$ cat config.mk
export PLATFORM = sky130hd
export DESIGN_NAME = mem_bus_arbiter
export DESIGN_NICKNAME = d
export VERILOG_FILES = /design/src/rtl/mem_bus_arbiter.sv
export SDC_FILE = /design/constraint.sdc
export NUM_CORES = 1
export LEC_CHECK = 0
export CAP_MARGIN = 20
export CORE_MARGIN = 4
export CORE_UTILIZATION = 31
export CTS_BUF_LIST = sky130_fd_sc_hd__clkbuf_8 sky130_fd_sc_hd__clkbuf_16
export DETAILED_ROUTE_END_ITERATION = 16
export PLACE_DENSITY = 0.84
export SYNTH_ARGS = -nofsm -noshare
export SYNTH_HDL_FRONTEND = slang
export SYNTH_SLANG_ARGS = --single-unit
$ cat constraint.sdc
create_clock -name clk -period 1.6 [get_ports clk]
set_clock_uncertainty 0.2 [all_clocks]
set_input_delay 0.16 -clock clk [delete_from_list [all_inputs] [get_ports clk]]
set_output_delay 0.16 -clock clk [all_outputs]
set_load 0.02 [all_outputs]
$ cat src/rtl/mem_bus_arbiter.sv
// Single-owner arbiter between instruction fetch and data memory ports onto one
// SRAM-like bus. It holds one transaction at a time, and data has priority over fetch.
module mem_bus_arbiter #(
  parameter int AW = 32,
  parameter int DW = 32
) (
  input  logic          clk,
  input  logic          rst,
  input  logic          inst_req,
  input  logic [AW-1:0] inst_addr,
  output logic [DW-1:0] inst_rdata,
  output logic          inst_ok,
  input  logic          data_req,
  input  logic          data_wr,
  input  logic [1:0]    data_size,
  input  logic [AW-1:0] data_addr,
  input  logic [DW-1:0] data_wdata,
  output logic [DW-1:0] data_rdata,
  output logic          data_ok,
  output logic          stall,
  output logic          bus_req,
  output logic          bus_wr,
  output logic [1:0]    bus_size,
  output logic [AW-1:0] bus_addr,
  output logic [DW-1:0] bus_wdata,
  input  logic          bus_addr_ok,
  input  logic          bus_data_ok,
  input  logic [DW-1:0] bus_rdata,
  output logic [1:0]    dbg_state,
  output logic          dbg_own
);

  typedef enum logic [1:0] {
    IDLE = 2'd0,
    ADDR = 2'd1,
    WAIT = 2'd2
  } state_t;

  state_t        state_q;
  logic          own_q;
  logic          wr_q;
  logic [1:0]    size_q;
  logic [AW-1:0] addr_q;
  logic [DW-1:0] wdata_q;

  // Handshake: a requester holds req and its fields steady until its ok pulse.
  // The bus accepts the address phase when bus_req & bus_addr_ok are both high.
  // It completes the transaction with bus_data_ok, which is honoured only in WAIT.
  always_ff @(posedge clk or negedge rst) begin
    if (!rst) begin
      state_q <= IDLE;
      own_q   <= 1'b0;
      wr_q    <= 1'b0;
      size_q  <= 2'd0;
      addr_q  <= '0;
      wdata_q <= '0;
    end else begin
      case (state_q)
        IDLE: begin
          if (data_req) begin
            own_q   <= 1'b1;
            wr_q    <= data_wr;
            size_q  <= data_size;
            addr_q  <= data_addr;
            wdata_q <= data_wdata;
            state_q <= ADDR;
          end else if (inst_req) begin
            own_q   <= 1'b0;
            wr_q    <= 1'b0;
            size_q  <= 2'd2;
            addr_q  <= inst_addr;
            state_q <= ADDR;
          end
        end
        ADDR: if (bus_addr_ok) state_q <= WAIT;
        WAIT: if (bus_data_ok) state_q <= IDLE;
        default: state_q <= IDLE;
      endcase
    end
  end

  assign bus_req   = (state_q == ADDR);
  assign bus_wr    = wr_q;
  assign bus_size  = size_q;
  assign bus_addr  = addr_q;
  assign bus_wdata = wdata_q;

  // Completion is same-cycle so stall drops on the edge the pipeline advances.
  assign inst_ok    = (state_q == WAIT) && bus_data_ok && !own_q;
  assign data_ok    = (state_q == WAIT) && bus_data_ok && own_q;
  assign inst_rdata = bus_rdata;
  assign data_rdata = bus_rdata;
  assign stall      = (inst_req && !inst_ok) || (data_req && !data_ok);

  assign dbg_state = state_q;
  assign dbg_own   = own_q;

endmodule

==> impl_metrics.prom <==
# TYPE chip_impl_metric gauge
chip_impl_metric{name="num-fill-cells",unit=""} 1043
chip_impl_metric{name="tritoncts_num_sinks",unit=""} 70
chip_impl_metric{name="clock_path_buffers",unit=""} 2
chip_impl_info{name="run_status",value="finished with violations"} 1
chip_impl_metric{name="area.growth.synth_to_final",unit="%"} 51.4
chip_impl_metric{name="chipHeight",unit="microns"} 118
chip_impl_metric{name="die_width",unit="microns"} 118
chip_impl_metric{name="routed-via-count",unit=""} 2411
chip_impl_metric{name="fin_total_pwr",unit="W"} 0.0108
chip_impl_metric{name="cap_violations",unit=""} 0
chip_impl_info{name="critPathSlowestCell",value="sky130_fd_sc_hd__dfrtp_2"} 1
chip_impl_info{name="failed_checks",value="setup timing"} 1
chip_impl_metric{name="synth_top_area_share",unit="%"} 46.6
chip_impl_metric{name="h_tree_depth_reported_by_cts",unit=""} 3
chip_impl_metric{name="syn-cell-area",unit="sq mm"} 0.00376
chip_impl_metric{name="layout_cells_sized_above_1",unit="%"} 37.6
chip_impl_metric{name="maxSlewHeadroom",unit="%"} 74.9
chip_impl_metric{name="fp-row-count",unit=""} 39
chip_impl_metric{name="ant_nets",unit=""} 0
chip_impl_metric{name="fin_ws",unit="ps"} -119
chip_impl_metric{name="antenna_found_initial",unit=""} 0
chip_impl_metric{name="hpwl",unit="mm"} 6.85
chip_impl_metric{name="grt_overflow",unit=""} 0
chip_impl_metric{name="r2r_cells",unit=""} 5
chip_impl_info{name="end_kind",value="flip-flop"} 1
chip_impl_metric{name="met1_length",unit="mm"} 4.04
chip_impl_metric{name="grt_first_pass_wirelength",unit="mm"} 15.3
chip_impl_metric{name="layout.nets",unit=""} 536
chip_impl_metric{name="critPathArrivalTime",unit="ps"} 1720
chip_impl_metric{name="max_stage_delay",unit="ps"} 410
chip_impl_metric{name="final_cell_area",unit="sq mm"} 0.00569
chip_impl_info{name="synth_most_common_cell",value="sky130_fd_sc_hd__dfrtp_1"} 1
chip_impl_metric{name="timing_max_transition_violations_final",unit=""} 0
chip_impl_metric{name="drt_pass1_iterations",unit=""} 4
chip_impl_metric{name="final.period_utilization",unit="%"} 107
chip_impl_info{name="rsz0062_at_grt",value="true"} 1
chip_impl_metric{name="dpl_cell_area",unit="sq mm"} 0.00520
chip_impl_metric{name="post_drt_via_cell_ratio",unit=""} 4.41
chip_impl_metric{name="core_area",unit="sq mm"} 0.0117
chip_impl_info{name="ys_top_cells_by_area",value="sky130_fd_sc_hd__dfrtp_1, sky130_fd_sc_hd__mux2_2, sky130_fd_sc_hd__mux2_4, sky130_fd_sc_hd__buf_4, sky130_fd_sc_hd__buf_6"} 1
chip_impl_metric{name="report.final.hold_viol_count",unit=""} 0
chip_impl_metric{name="p_leak",unit="nW"} 2.57
chip_impl_metric{name="insertedDiodeCount",unit=""} 0
chip_impl_metric{name="grt_pass1_vias",unit=""} 2920
chip_impl_metric{name="worst_ep_required_time",unit="ps"} 1600
chip_impl_info{name="crit_path_cell_trace",value="buf_6 > nor3b_4 > buf_6 > clkbuf_16 > mux2_4"} 1
chip_impl_info{name="clockRootBuffer",value="sky130_fd_sc_hd__clkbuf_16"} 1
chip_impl_metric{name="grt_max_degree",unit=""} 71
chip_impl_metric{name="tightestPinTransition",unit="ps"} 377
chip_impl_metric{name="drt_iter0_drc",unit=""} 62
chip_impl_metric{name="cts.reportedPaths.clkPinSlew",unit="ps"} 60
chip_impl_metric{name="wl_met2",unit="mm"} 5.13
chip_impl_metric{name="drcViolationCount",unit=""} 0
chip_impl_metric{name="io_pins",unit=""} 275
chip_impl_info{name="cpMostUsedCell",value="sky130_fd_sc_hd__buf_6"} 1
chip_impl_info{name="tritoncts",value="done"} 1
chip_impl_metric{name="totalWireLength",unit="mm"} 10.1
chip_impl_info{name="synthDominantAreaCellType",value="sky130_fd_sc_hd__dfrtp_1"} 1
chip_impl_metric{name="synth-async-reset-ratio",unit="%"} 100
chip_impl_metric{name="timing.hold.worst_path_depth",unit=""} 0
chip_impl_metric{name="vdd_ir_drop_max",unit="V"} 0.000847
chip_impl_metric{name="syn_avg_cell_area",unit="sq um"} 14.4
chip_impl_metric{name="detailroute.wirelength.met3",unit="microns"} 755
chip_impl_metric{name="cts-buffers-inserted",unit=""} 9
chip_impl_metric{name="synth.yosys.warnings",unit=""} 0
chip_impl_metric{name="post_synth_edffs",unit=""} 0
chip_impl_metric{name="syn-num-nets",unit=""} 399
chip_impl_metric{name="fmax",unit="MHz"} 582
chip_impl_metric{name="finalSetupViolCount",unit=""} 69
chip_impl_info{name="synth.cells.most_frequent",value="sky130_fd_sc_hd__dfrtp_1, sky130_fd_sc_hd__buf_4, sky130_fd_sc_hd__mux2_2"} 1
chip_impl_metric{name="floorplan.die_area",unit="sq mm"} 0.0140
chip_impl_metric{name="buffer_ports.inserted",unit=""} 178
chip_impl_info{name="cp-start-kind",value="flip-flop"} 1
chip_impl_info{name="critical_path_class",value="flip-flop to flip-flop"} 1
chip_impl_metric{name="post_synth_inst_count",unit=""} 262
chip_impl_metric{name="synth_seq_cells",unit=""} 70
chip_impl_metric{name="drt-wirelength-per-cell",unit="microns"} 18.4
chip_impl_metric{name="clock_latency",unit="ps"} 320
chip_impl_metric{name="pwr_density_cell",unit="mW/mm^2"} 1890
chip_impl_metric{name="yosys.cell_types.count",unit=""} 22
chip_impl_metric{name="overall_track_demand_over_capacity_in_global_routing",unit="%"} 13.5
chip_impl_info{name="synth-main-ff-cell",value="sky130_fd_sc_hd__dfrtp_1"} 1
chip_impl_metric{name="initial_utilization",unit="%"} 32.2
chip_impl_info{name="routed.top_layer",value="met4"} 1
chip_impl_metric{name="synth_sequential_area_ratio",unit="%"} 46.6
chip_impl_metric{name="post-route-min-period",unit="ps"} 1720
chip_impl_info{name="hp-class",value="primary input to output port"} 1
chip_impl_metric{name="crit_fanout",unit=""} 4
chip_impl_metric{name="place.gp.congestion",unit=""} 0.727
[registers in the layout, summed over array words and instances, names as in the netlist]
signal,flops
bus_size,2
dbg_own,1
bus_wr,1
bus_addr,32
bus_wdata,32
dbg_state,2
[stage by stage]
step                      utilization (%)  cells  hold WS [ps]  worst slack, ps  setup TNS, ps
after floorplan                         -    262          -336            -9.22           -184
after global placement               44.6    517         -7.73             -273          -9480
after detailed placement             44.6    517          2.80             -284         -11810
after CTS                            47.2    539           120             -122          -2960
after global routing                 48.8    547           120             -184         -10980
final                                48.8    547           120             -119          -6900
[area by class of cell]
class	count	area [sq um]	share of cell area, %
clock buffers	11	253	4.44
multi-input cells	113	1410	24.8
flip-flops and latches	70	1750	30.8
clock inverters	5	33.8	0.593
well taps	143	179	3.14
inverters	4	15.0	0.264
repair buffers	201	2050	35.9
[what timing repair did]
item,4_1_cts,5_1_grt
pin swaps,2,2
cloned,2,6
endpoints found under the hold margin,70,0
gates resized for setup,99,14
hold buffers,1,0
setup buffers,3,2
endpoints found under the setup margin,121,53
[kinds of logic (layout without fill, tap and decap cells)]
| family | after synthesis | after routing | synth area share (%) |
|---|---|---|---|
| multiplexers | 96 | 96 | 32.5 |
| buffers and inverters | 79 | 221 | 17.3 |
| flip-flops | 70 | 70 | 46.6 |
| AO/OA/AOI/OAI | 8 | 8 | 1.80 |
| AND/OR/NAND/NOR | 9 | 9 | 1.76 |
[routing by layer]
layer	track usage, %	up-vias
met5	0	-
met4	4.84	0
met3	5.21	30
met2	23.7	105
met1	15.0	1162
li1	-	1114
[cells in the final DEF (no fill, tap or decap), drive strengths merged, types with 2 or more instances in the layout]
cell type,synthesis,layout
nor2b,3,3
clkbuf,2,18
buf,73,22
clkinv,0,3
mux2,96,96
dfrtp,70,70
inv,4,4
o21ai,2,2
clkinvlp,0,2
clkdlybuf4s50,0,102
a22o,2,2
dlygate4sd2,0,69
[where the power goes]
part	total, W	switching [W]	internal, W	leakage, nW
clock network	0.00186	0.000732	0.00113	0.138
registers	0.00317	0.000482	0.00269	0.820
logic	0.00572	0.00264	0.00307	1.62
[path summary, 6_finish.rpt]
| check | start | end | slack, ps |
|---|---|---|---|
| worst max register to register | dbg_state[0]$_DFFE_PN0P_ | bus_wdata[24]$_DFFE_PN0P_ | -120 |
| worst min register to register | bus_addr[14]$_DFFE_PN0P_ | bus_addr[14]$_DFFE_PN0P_ | 300 |
| min in group asynchronous | rst | bus_addr[25]$_DFFE_PN0P_ | 210 |
| worst max-delay path | dbg_state[0]$_DFFE_PN0P_ | bus_wdata[24]$_DFFE_PN0P_ | -120 |
| worst min-delay path | bus_rdata[7] | data_rdata[7] | 120 |
| max in group asynchronous | rst | dbg_state[1]$_DFFE_PN0P_ | 670 |
[worst max-delay path, delay by kind of cell, from the launching register on]
kind | cells | cell delay, ps
buffers and inverters | 3 | 460
flip-flops | 1 | 410
multiplexers | 1 | 300
AND/OR/NAND/NOR | 1 | 230
(Power assumes the default switching activity.)
